File: config.mk
export PLATFORM = sky130hd
export DESIGN_NAME = opb_register_bank_s2p
export DESIGN_NICKNAME = d
export VERILOG_FILES = /design/src/rtl/opb_reg_bank_pkg.sv /design/src/rtl/opb_reg_bank_chan.sv /design/src/rtl/opb_register_bank_s2p.sv
export SDC_FILE = /design/constraint.sdc
export NUM_CORES = 1
export LEC_CHECK = 0
export ABC_AREA = 1
export CORE_ASPECT_RATIO = 0.9
export CORE_UTILIZATION = 48
export CTS_CLUSTER_DIAMETER = 150
export CTS_CLUSTER_SIZE = 14
export DETAILED_ROUTE_END_ITERATION = 16
export PLACE_DENSITY_LB_ADDON = 0.08
export SETUP_SLACK_MARGIN = 0.15
export SLEW_MARGIN = 20
export SYNTH_ARGS = -nofsm -noshare
export SYNTH_HDL_FRONTEND = slang
export SYNTH_SLANG_ARGS = --single-unit
File: constraint.sdc
create_clock -name OPB_Clk -period 8.7 [get_ports OPB_Clk]
set_input_delay 1.74 -clock OPB_Clk [delete_from_list [all_inputs] [get_ports OPB_Clk]]
set_output_delay 1.74 -clock OPB_Clk [all_outputs]
set_load 0.005 [all_outputs]
File: src/rtl/opb_reg_bank_pkg.sv
// Shared definitions for the OPB register bank: register offsets, CTRL bit
// positions (OPB numbering, bit 0 = MSB) and the bus FSM state type.
package opb_reg_bank_pkg;

    localparam logic [31:0] OFF_CTRL    = 32'h0000_0000;
    localparam logic [31:0] OFF_VALID   = 32'h0000_0004;
    localparam logic [31:0] OFF_OVF     = 32'h0000_0008;
    localparam logic [31:0] OFF_INFO    = 32'h0000_000C;
    localparam logic [31:0] OFF_CH_BASE = 32'h0000_0010;

    // CTRL bits and the byte lane carrying them, in OPB big-endian numbering
    localparam int CTRL_SNAP_BIT    = 31;
    localparam int CTRL_OVF_CLR_BIT = 30;
    localparam int CTRL_BE_LANE     = 3;

    typedef enum logic [1:0] {
        IDLE,
        ACK,
        HOLD
    } bus_state_t;

endpackage

File: src/rtl/opb_reg_bank_chan.sv
// One capture channel: holding register, sticky VALID/OVF flags and, when
// OPB_REG_BANK_TIMESTAMP_EN is defined, the capture timestamp.
module opb_reg_bank_chan #(
    parameter int W = 32
) (
    input  logic          clk,
    input  logic          rst,
    input  logic          load,
    input  logic          read_clr,
    input  logic          ovf_clr,
    input  logic [W-1:0]  data_in,
    input  logic [31:0]   ts_now,
    output logic [W-1:0]  data,
    output logic          valid,
    output logic          ovf,
    output logic [31:0]   ts
);

    // NOTE: non-blocking assignments so every flag samples the pre-edge values
    // of its neighbours; blocking here would let valid update before ovf reads it.
    always_ff @(posedge clk) begin
        if (rst) begin
            data  <= '0;
            valid <= 1'b0;
            ovf   <= 1'b0;
        end else begin
            if (load) begin
                data <= data_in;
            end
            // A capture coinciding with the read that clears VALID is not an overflow
            valid <= load | (valid & ~read_clr);
            if (load && valid && !read_clr) begin
                ovf <= 1'b1;
            end else if (ovf_clr) begin
                ovf <= 1'b0;
            end
        end
    end

`ifdef OPB_REG_BANK_TIMESTAMP_EN
    always_ff @(posedge clk) begin
        if (rst) begin
            ts <= '0;
        end else if (load) begin
            ts <= ts_now;
        end
    end
`else
    logic unused_ts_now;
    assign unused_ts_now = ^ts_now;
    assign ts            = '0;
`endif

endmodule

File: src/rtl/opb_register_bank_s2p.sv
// OPB slave exposing C_NUM_CH captured user-data channels with sticky status.
// Optional per-channel capture timestamps: define OPB_REG_BANK_TIMESTAMP_EN.
module opb_register_bank_s2p
    import opb_reg_bank_pkg::*;
#(
    parameter logic [31:0] C_BASEADDR   = 32'h0108_0700,
    parameter logic [31:0] C_HIGHADDR   = 32'h0108_07FF,
    parameter int          C_OPB_AWIDTH = 32,
    parameter int          C_OPB_DWIDTH = 32,
    parameter int          C_NUM_CH     = 4,
    parameter int          C_DATA_WIDTH = 32
) (
    input  logic                               OPB_Clk,
    input  logic                               OPB_Rst,
    input  logic [0:C_OPB_AWIDTH-1]            OPB_ABus,
    input  logic [0:C_OPB_DWIDTH/8-1]          OPB_BE,
    input  logic [0:C_OPB_DWIDTH-1]            OPB_DBus,
    input  logic                               OPB_RNW,
    input  logic                               OPB_select,
    input  logic                               OPB_seqAddr,
    output logic [0:C_OPB_DWIDTH-1]            Sl_DBus,
    output logic                               Sl_errAck,
    output logic                               Sl_retry,
    output logic                               Sl_toutSup,
    output logic                               Sl_xferAck,
    input  logic [C_NUM_CH*C_DATA_WIDTH-1:0]   user_data_in,
    input  logic [C_NUM_CH-1:0]                user_valid
);

    localparam logic [31:0] TS_BASE = OFF_CH_BASE + 32'(4 * C_NUM_CH);

    bus_state_t state_q, state_d;
    logic [31:0] off_d, off_q;
    logic        rnw_q;
    logic        snap_q;
    logic        in_window;
    logic        ack;
    logic        ctrl_wr;
    logic        ovf_clr;
    logic        rd_ch;
    logic [31:0] ch_rel, ch_idx, ts_rel, ts_idx;
    logic        is_ch, is_ts;
    logic [31:0] rdata;
    logic [31:0] cycle_cnt;

    logic [C_DATA_WIDTH-1:0] ch_data [C_NUM_CH];
    logic [31:0]             ch_ts   [C_NUM_CH];
    logic [C_NUM_CH-1:0]     valid_vec, ovf_vec, rd_clr;

    assign in_window = (OPB_ABus >= C_BASEADDR) && (OPB_ABus <= C_HIGHADDR);
    assign off_d     = OPB_ABus - C_BASEADDR;

    // NOTE: every signal assigned in always_comb gets a default first so no
    // path through the case leaves it unassigned and infers a latch.
    always_comb begin
        state_d    = state_q;
        Sl_xferAck = 1'b0;
        case (state_q)
            IDLE: if (OPB_select && in_window) state_d = ACK;
            ACK: begin
                Sl_xferAck = 1'b1;
                state_d    = HOLD;
            end
            HOLD:    state_d = IDLE;
            default: state_d = IDLE;
        endcase
    end

    always_ff @(posedge OPB_Clk) begin
        if (OPB_Rst) begin
            state_q <= IDLE;
            off_q   <= '0;
            rnw_q   <= 1'b0;
            snap_q  <= 1'b0;
        end else begin
            state_q <= state_d;
            if (state_q == IDLE && state_d == ACK) begin
                off_q <= off_d;
                rnw_q <= OPB_RNW;
            end
            // Snapshot lands one cycle after the CTRL write is acknowledged
            snap_q <= ctrl_wr & OPB_DBus[CTRL_SNAP_BIT];
        end
    end

`ifdef OPB_REG_BANK_TIMESTAMP_EN
    always_ff @(posedge OPB_Clk) begin
        if (OPB_Rst) begin
            cycle_cnt <= '0;
        end else begin
            cycle_cnt <= cycle_cnt + 32'd1;
        end
    end
`else
    assign cycle_cnt = '0;
`endif

    assign ack     = (state_q == ACK);
    assign ctrl_wr = ack && !rnw_q && (off_q == OFF_CTRL) && OPB_BE[CTRL_BE_LANE];
    assign ovf_clr = ctrl_wr & OPB_DBus[CTRL_OVF_CLR_BIT];

    assign ch_rel = off_q - OFF_CH_BASE;
    assign ch_idx = {2'b00, ch_rel[31:2]};
    assign is_ch  = (off_q >= OFF_CH_BASE) && (ch_idx < 32'(C_NUM_CH));
    assign ts_rel = off_q - TS_BASE;
    assign ts_idx = {2'b00, ts_rel[31:2]};
    assign is_ts  = (off_q >= TS_BASE) && (ts_idx < 32'(C_NUM_CH));
    assign rd_ch  = ack && rnw_q && is_ch;

    for (genvar i = 0; i < C_NUM_CH; i++) begin : g_chan
        assign rd_clr[i] = rd_ch && (ch_idx == 32'(i));

        opb_reg_bank_chan #(
            .W (C_DATA_WIDTH)
        ) u_chan (
            .clk      (OPB_Clk),
            .rst      (OPB_Rst),
            .load     (user_valid[i] | snap_q),
            .read_clr (rd_clr[i]),
            .ovf_clr  (ovf_clr),
            .data_in  (user_data_in[i*C_DATA_WIDTH +: C_DATA_WIDTH]),
            .ts_now   (cycle_cnt),
            .data     (ch_data[i]),
            .valid    (valid_vec[i]),
            .ovf      (ovf_vec[i]),
            .ts       (ch_ts[i])
        );
    end

    // Read data is driven only while acking a read; everything else returns 0
    always_comb begin
        rdata = '0;
        if (ack && rnw_q) begin
            if (off_q == OFF_VALID) rdata = 32'(valid_vec);
            if (off_q == OFF_OVF)   rdata = 32'(ovf_vec);
            if (off_q == OFF_INFO)  rdata = {16'(C_NUM_CH), 16'(C_DATA_WIDTH)};
            for (int i = 0; i < C_NUM_CH; i++) begin
                if (is_ch && ch_idx == 32'(i)) rdata = 32'(ch_data[i]);
                if (is_ts && ts_idx == 32'(i)) rdata = ch_ts[i];
            end
        end
    end

    assign Sl_DBus    = rdata;
    assign Sl_errAck  = 1'b0;
    assign Sl_retry   = 1'b0;
    assign Sl_toutSup = 1'b0;

    logic unused_ok;
    assign unused_ok = ^{OPB_seqAddr, OPB_BE[0:2], OPB_DBus[0:29], ch_rel[1:0], ts_rel[1:0]};

endmodule
==> out/summary.txt <==
Seq pwr share: 47.0%
Int Pwr: 1350 uW
Slack of the critical path: 1.90 ns
Share of the synthesized area in the top cell type: 38.8%
Yosys reg bits: 172
IO Pins: 241
Number of max-cap violations: 0
Post-DRT Antenna Nets: 0
Grt ovf: 0
H-tree Lvls: 4
Clock group share of total power: 43.1%
Synthesized area: 8870 sq um
Via density: 5.34
Worst min path class: register to register
Clk pin slew, worst setup/hold paths: 0.08 ns
Port Buf Inserts: 203
Initial DRC count: 685
Max IR drop VDD: 0.127 mV
Die width: 145 microns
Setup WS pre-CTS: 2.49 ns
Core Box Area: 17,800 sq um
RSZ-0062 raised after global routing: false
Data arrival, critical path: 5.06 ns
Clock root cell: clkbuf_16
Final hold vios: 0
Yosys warns: 0
Initial antenna violation count: 0
Tightest Pin Transition: 1.01 ns
Main area contributors after synthesis: dfxtp_1 39%, nor2_1 16%, nand3_1 9.6%
First-pass GRT wire length: 44.0 mm
Mapped Avg Cell Area: 6.54 sq um
GR Util met1: 41.5%
TritonCTS clock tree: done
Met2 usage: 45.4%
Logic gate share of total power: 9.9%
Switching Share: 25.6%
DRC viols: 0
Tmin final: 6.80 ns
Mapped Cells: 1,357
GP Congestion: 0.926
Final-report setup violation count: 0
Final hold slack: 0.455 ns
Post-DP HPWL: 19.5 mm
Synth cell types: 31
Maximum clock rate: 0.147 GHz
Cts bufs inserted: 17
Final period utilization: 78.1%
Dpl cells: 1,737
Max FO, Critical Path: 85
Total Routing Usage GR: 29.5%
Worst clock skew: 0.0112 ns
Filler cells: 1,666
P_leak: 0.00499 uW
Total Wirelength: 28.2 mm
Layout overhead on the synthesized area: 30.4%
Relative slew slack: 32.6%
Largest net degree at the start of global routing: 110
Net Sw Power: 463 uW
# diodes: 0
WP data required: 6.96 ns
Drt wl/cell: 15.9 microns
Post-CTS Resized: 0
Drt pass-1 iters: 5
Clock buffer depth: 2
Fraction of layout instances using a drive strength above 1: 4.91%
Vias in the first global route: 8,524
Pwr dens: 156 nW/um^2
Hold-fix buffers, CTS: 0
GR Util met3: 5.80%
Die footprint: 19,000 sq um
Via count: 9,451
Crit path launch type: register
Clock insertion delay at the later pin of the skew report: 0.44 ns
Setup TNS: 0 ns
Pins over their slew limit: 0
Final Non-Filler Cells: 1,769
Initial Util: 49.7%
Largest area contributor in the netlist: dfxtp_1
Layer with the highest usage: met2
Post-CTS Setup Inserts: 0
Setup Crit Path Kind: register to primary output
Seq/Total Area, Yosys: 38.8%
Die height: 131 microns
Nets: 1,724
Cell row count: 46
CP endpoint kind: primary output
Clk sinks: 172
Status: complete, no violations
==> cell usage in the layout, fill, tap and decap left out, types with 12 or more instances in the layout <==
cell	Yosys	routed
a21oi_1	52	52
nand3_1	171	171
nor3_1	16	16
o21ai_0	148	148
dfxtp_1	172	172
clkbuf_16	0	17
inv_1	108	107
nand2_1	121	120
nor2_2	16	21
buf_4	4	12
clkdlybuf4s50_1	0	203
nor2_1	368	362
nand4_1	43	43
a211oi_1	12	12
xor2_1	24	24
==> sequential cells by signal, summed over array words and instances, names as in the netlist <==
signal / count
g_chan.u_chan.data: 128
off_q: 32
g_chan.u_chan.ovf: 4
g_chan.u_chan.valid: 4
state_q: 2
rnw_q: 1
snap_q: 1
==> cell usage after synthesis <==
cell type / number
ha_1: 3
o21ai_0: 148
a21oi_1: 52
inv_2: 1
nor2_2: 16
buf_2: 8
nor4_1: 5
buf_6: 6
nand3_1: 171
buf_1: 2
nand2_1: 121
nor3b_1: 3
and2_1: 2
inv_1: 108
nor2_1: 368
buf_4: 4
dfxtp_1: 172
clkbuf_1: 56
buf_8: 1
nand4_1: 43
a211oi_1: 12
and3_1: 2
conb_1: 1
nor2_4: 2
xor2_1: 24
clkinv_1: 3
nand2_2: 2
o211ai_1: 3
o41ai_1: 1
nor3_1: 16
nand3_2: 1
==> power groups by stage <==
stage	combinational [uW]	sequential (uW)	clock, uW
4_1_cts	179	850	790
3_3_place_gp	174	866	0
2_1_floorplan	78.4	863	0
6_report	180	850	780
5_1_grt	199	855	822
3_5_place_dp	178	868	0
==> layer usage <==
metal  routed length [microns]  up-vias
met4                       584        0
met5                         0        -
met3                      2440       38
met1                     13200     4263
li1                          -     4771
met2                     12000      379
==> layout make-up <==
class	instances	area, sq um	share of cell area, %
repair buffers	215	2120	18.3
flip-flops and latches	172	3440	29.8
clock buffers	18	439	3.80
well taps	240	300	2.60
multi-input cells	998	4670	40.4
inverters	112	422	3.65
clock inverters	14	170	1.47
==> critical path, stage by stage (launching register included) <==
cell	delay, ns
dfxtp_1	0.44
inv_1	0.16
ha_1	0.26
nand2_1	0.12
nand2_1	0.10
nor2_2	0.47
nand2_1	0.25
nand2_1	0.12
nand4_1	0.13
nor2_2	0.50
and3_2	0.30
buf_4	0.67
nand3_1	0.26
nand4_1	0.18
nand2_1	0.07
inv_1	0.06
clkdlybuf4s50_1	0.50
==> final timing paths <==
| path | start | to | slack, ns | depth (start not counted) |
|---|---|---|---|---|
| hold / removal | g_chan[3].u_chan.data[9]$_SDFFE_PP0N_ | g_chan[3].u_chan.data[9]$_SDFFE_PP0N_ | 0.46 | 2 |
| setup reg to reg | off_q[5]$_SDFFE_PP0P_ | g_chan[0].u_chan.ovf$_SDFFE_PP0P_ | 4.57 | 14 |
| setup / recovery | off_q[5]$_SDFFE_PP0P_ | Sl_DBus[13] | 1.90 | 16 |
| hold reg to reg | g_chan[3].u_chan.data[9]$_SDFFE_PP0N_ | g_chan[3].u_chan.data[9]$_SDFFE_PP0N_ | 0.46 | 2 |
==> cells by family after synthesis <==
logic type,Yosys count,synth area share [%]
adders and majority gates,3,0.423
AOI/OAI and AO/OA,216,12.6
buffers and inverters,189,8.91
other,1,0.0423
and+or+nand+nor,752,36.8
DFF,172,38.8
xor gates and xnor gates,24,2.37
==> metrics by stage <==
step | total power, uW | util (%) | instance area, sq um
after floorplan | 942 | - | 8880
final | 1810 | 64.8 | 11600
after CTS | 1820 | 64.8 | 11600
after detailed placement | 1050 | 61.4 | 11000
after global routing | 1880 | 64.8 | 11600
after global placement | 1040 | 61.4 | 11000
Note: power is estimated with default switching activity, not from simulation.
==> RTL change 1: new RTL, config.mk and constraints unchanged <==
Set the parameter `C_NUM_CH` to 8 (it was 4).
--- a/src/rtl/opb_register_bank_s2p.sv
+++ b/src/rtl/opb_register_bank_s2p.sv
@@ -9,3 +9,3 @@
     parameter int          C_OPB_DWIDTH = 32,
-    parameter int          C_NUM_CH     = 4,
+    parameter int          C_NUM_CH     = 8,
     parameter int          C_DATA_WIDTH = 32
Ports: changed (resized user_data_in and user_valid); port bits go from 241 to 373. The function was not compared with the original's and may differ.
==> RTL change 1 against the unedited design <==
Routed wire length rose by 87%; power rose by 61%; final cell count rose by 72%; clock skew rose by 0.0050 ns; setup slack got worse by 0.42 ns; largest cell class unchanged; die area rose by 71%; synthesized area rose by 72%; core utilization fell by 2.2 points; cell area rose by 68%; sequential share of layout area rose by 1.9 points; sequential cell count rose by 136; combinational power rose by 86%; global-route usage rose by 2.1 points.
==> RTL change 1: results (changes against the unedited design) <==
syn_inst: 2372  # +75%
io_buffers: 335  # +65%
cp_slowest_cell: "clkdlybuf4s50_1"
pg_comb_w: 0.000334  # +86%
holdPathEnd: "g_chan[2].u_chan.ovf$_SDFFE_PP0P_"
wl_mm: 52.6  # +87%
cts_max_path_buffers: 3  # +1
cp-endpoint: "Sl_DBus[17]"
startpoint: "off_q[4]$_SDFFE_PP0P_"
leakage_nw: 8.50  # +70%
met3_usage_pct: 4.16  # -1.6 points
p_seq_w: 0.00154  # +81%
wl_met2_mm: 23.6  # +97%
placedCellCount: 3010  # +73%
grt_max_degree: 141  # +28%
fillCellCount: 2975  # +79%
ff2ff_path_depth: 15  # +1
cts_max_level: 1  # -3
gp_congestion: 0.935  # +0.94%
dp_slack_ns: 2.05  # -0.442 ns
hp-start: "g_chan[2].u_chan.ovf$_SDFFE_PP0P_"
synthTopCellsByCount: "nor2_1, nand2_1, dfxtp_1"
holdWs_ns: 0.469  # +0.0140 ns
wl_met3_mm: 3.88  # +59%
register_area_sq_um: 6170  # +79%
grt.total_usage_pct: 31.6  # +2.1 points
layout-drive-gt1-share_pct: 4.26  # -0.64 points
critPathMaxFanout: 36  # -58%
synth-seq-area-share_pct: 40.4  # +1.6 points
ir_worst_vdd_uv: 148  # +17%
skew_ns: 0.0163  # +0.00504 ns
place_area_sq_um: 18800  # +72%
status: "completed"
grt_pass1_wl_mm: 80.2  # +82%
dr.pass1.iters: 7  # +2
nets: 2971  # +72%
wl_met1_mm: 22.7  # +72%
yosysUniqueCellTypes: 44  # +42%
slew_headroom_pct: 25.8  # -6.8 points
drt_iter0_markers: 1368  # +100%
[RTL change 1: cell count changes in the layout (fill, tap and decap cells not counted), sizes merged, moves of 4 or more]
cell and change:
nand2 +475, clkdlybuf4s50 +132, inv -34, buf +14
nor3 -4, nor2 +284, nand3 -79, o21ai +134
dfxtp +136, xor2 -5, a22o +23, clkbuf +7
a21oi +8
[RTL change 1: kinds of logic after synthesis]
family / after synthesis / synth area share (%)
adder cells (fa/ha/maj): 6 / 0.492
other: 1 / 0.0246
flip-flops: 308 / 40.4
buffers and inverters: 223 / 5.89
AND/OR/NAND/NOR: 1431 / 38.5
AO/OA/AOI/OAI: 383 / 13.5
XOR/XNOR: 20 / 1.15
[RTL change 1: cell type report]
class / instances / share of cell area (%)
Clock buffer: 25 / 3.21
Clock inverter: 1 / 0.103
Inverter: 89 / 1.74
Multi-Input combinational cell: 1843 / 42.4
Sequential cell: 308 / 31.7
Tap cell: 409 / 2.63
Timing Repair Buffer: 361 / 18.2
==> RTL change 2: new RTL, same flow settings <==
Made on the original files. The 3 states of `bus_state_t` get a one-hot encoding in 3 bits.
--- a/src/rtl/opb_reg_bank_pkg.sv
+++ b/src/rtl/opb_reg_bank_pkg.sv
@@ -15,6 +15,6 @@
 
-    typedef enum logic [1:0] {
-        IDLE,
-        ACK,
-        HOLD
+    typedef enum logic [2:0] {
+        IDLE = 3'b001,
+        ACK  = 3'b010,
+        HOLD = 3'b100
     } bus_state_t;
Check against the original RTL: no difference found for any inputs over 4 cycles, from zero or initial values and one cycle with OPB_Rst high; so few cycles prove little.
==> RTL change 2 against the unedited design <==
Sequential share of layout area fell by 0.065 points; clock power fell by 2.9%; power fell by 0.92%; via count fell by 0.53%; sequential cell count rose by 1; largest cell class unchanged; cell area rose by 0.80%; core utilization rose by 0.31 points; synthesized area rose by 0.66%; setup slack improved by 0.51 ns; global-route usage rose by 0.58 points; routed wire length rose by 1.0%.
==> RTL change 2: results (changes against the unedited design) <==
status: "completed"
synthTopCellsByCount: "nor2_1, nand2_1, dfxtp_1"
post_drt_wl_per_cell_um: 15.8  # -0.81%
synth-seq-area-share_pct: 38.8  # about the same
yosys_most_used_dff: "dfxtp_1"
gp_congestion: 0.949  # +2.5%
grt_pass1_vias: 8587  # +0.74%
root_buffer: "clkbuf_16"
dp.final_hpwl_mm: 20.2  # +3.9%
layout-drive-gt1-share_pct: 5.57  # +0.66 points
cts_max_path_buffers: 2  # unchanged
vias_per_cell: 5.22  # -2.4%
cts_max_level: 4  # unchanged
dr.pass1.iters: 6  # +1
ir_worst_vdd_uv: 124  # -2.0%
diodes: 0  # unchanged
crit_family: "simple AND/OR/NAND/NOR gates"
dp_slack_ns: 2.92  # +0.430 ns
async_flop_share_pct: 0  # unchanged
yosysUniqueCellTypes: 46  # +48%
yosys_warnings: 0  # unchanged
min_path_type: "flip-flop to flip-flop"
cts_resized: 0  # unchanged
clk_pin_slew_ns: 0.08  # about the same
grt.total_usage_pct: 30.0  # +0.58 points
worst_pin_slew_ns: 0.966  # -0.0443 ns
antenna_found_initial: 0  # unchanged
cts_setup_buffers: 0  # unchanged
grt_max_degree: 82  # -25%
grt_pass1_wl_mm: 45.5  # +3.4%
synth_area_leaders: "dfxtp_1, nor2_1, nand2_1, o21ai_0, inv_1"
numCtsBuffers: 17  # unchanged
top_regs: "g_chan.u_chan.data (128), off_q (32)"
skew_ns: 0.00811  # -0.00314 ns
io_buffers: 203  # unchanged
cp_slowest_cell: "nor2_4"
leakage_nw: 5.16  # +3.5%
fillCellCount: 1678  # +0.72%
drt_iter0_markers: 649  # -5.3%
critPathMaxFanout: 32  # -62%
cp.arrival_ns: 4.54  # -0.52 ns
clock_latency_ns: 0.43
syn_inst: 1378  # +1.5%
worst_path_largest_cell_delay_ns: 0.71  # +0.04 ns
stdcell_count: 1802  # +1.9%
==> RTL change 2: cell types whose count changed after synthesis, sizes merged, moves of 10 or more <==
cell / change
nand4: -11
inv: +17
nand3: -86
a21oi: +18
nand2: +104
clkbuf: -10
==> RTL change 2: tightest hold or removal path, cell delays in order, from the launching register on <==
cell and delay (ns):
dfxtp_1 0.30, inv_1 0.06, a21oi_1 0.05
==> RTL change 2: metrics by stage <==
stage | instance area [sq um] | hold WS (ns) | util, % | total power (W)
final | 11700 | 0.456 | 65.1 | 0.00179
after floorplan | 8940 | 0.430 | - | 0.000947
after global routing | 11700 | 0.469 | 65.1 | 0.00186
after CTS | 11700 | 0.458 | 65.1 | 0.00180
after detailed placement | 11100 | 0.448 | 61.8 | 0.00105
after global placement | 11100 | 0.439 | 61.8 | 0.00105
==> RTL change 2: power breakdown <==
group	internal, W	switching [W]	total [W]
sequential	0.000835	0.0000189	0.000854
clock	0.000392	0.000365	0.000757
combinational	0.0000980	0.0000838	0.000182
==> RTL change 2: cell families (layout without fill, tap and decap cells) <==
kind of cell | Yosys count | after routing | synth area share (%)
simple gates | 755 | 755 | 36.6
compound gates | 243 | 243 | 14.3
buf+inv | 188 | 370 | 8.46
flops | 173 | 173 | 38.8
xor+xnor | 15 | 15 | 1.47
fa+ha+maj | 3 | 3 | 0.420
other cells | 1 | 3 | 0.0420
==> RTL change 2: worst paths after layout <==
kind | start | end | slack, ns | cells after the start
max reg2reg | off_q[5]$_SDFFE_PP0P_ | g_chan[0].u_chan.ovf$_SDFFE_PP0P_ | 5.19 | 15
min | g_chan[3].u_chan.data[19]$_SDFFE_PP0N_ | g_chan[3].u_chan.data[19]$_SDFFE_PP0N_ | 0.46 | 2
min reg2reg | g_chan[3].u_chan.data[19]$_SDFFE_PP0N_ | g_chan[3].u_chan.data[19]$_SDFFE_PP0N_ | 0.46 | 2
max | off_q[5]$_SDFFE_PP0P_ | Sl_DBus[20] | 2.42 | 17
==> RTL change 2: area by class of cell <==
class | instances | area share, %
repair buffers | 211 | 17.9
multi-input cells | 1019 | 40.6
clock inverters | 14 | 1.28
inverters | 127 | 4.12
well taps | 240 | 2.58
clock buffers | 18 | 3.77
flip-flops and latches | 173 | 29.7
==> RTL change 2: metal layers <==
layer	vias to the layer above	global-route usage (%)	part of all wire, %
li1	4778	-	-
met1	4215	43.5	47
met2	372	44.4	42
met3	36	6.98	8.9
met4	0	7.78	1.9
met5	-	0	0
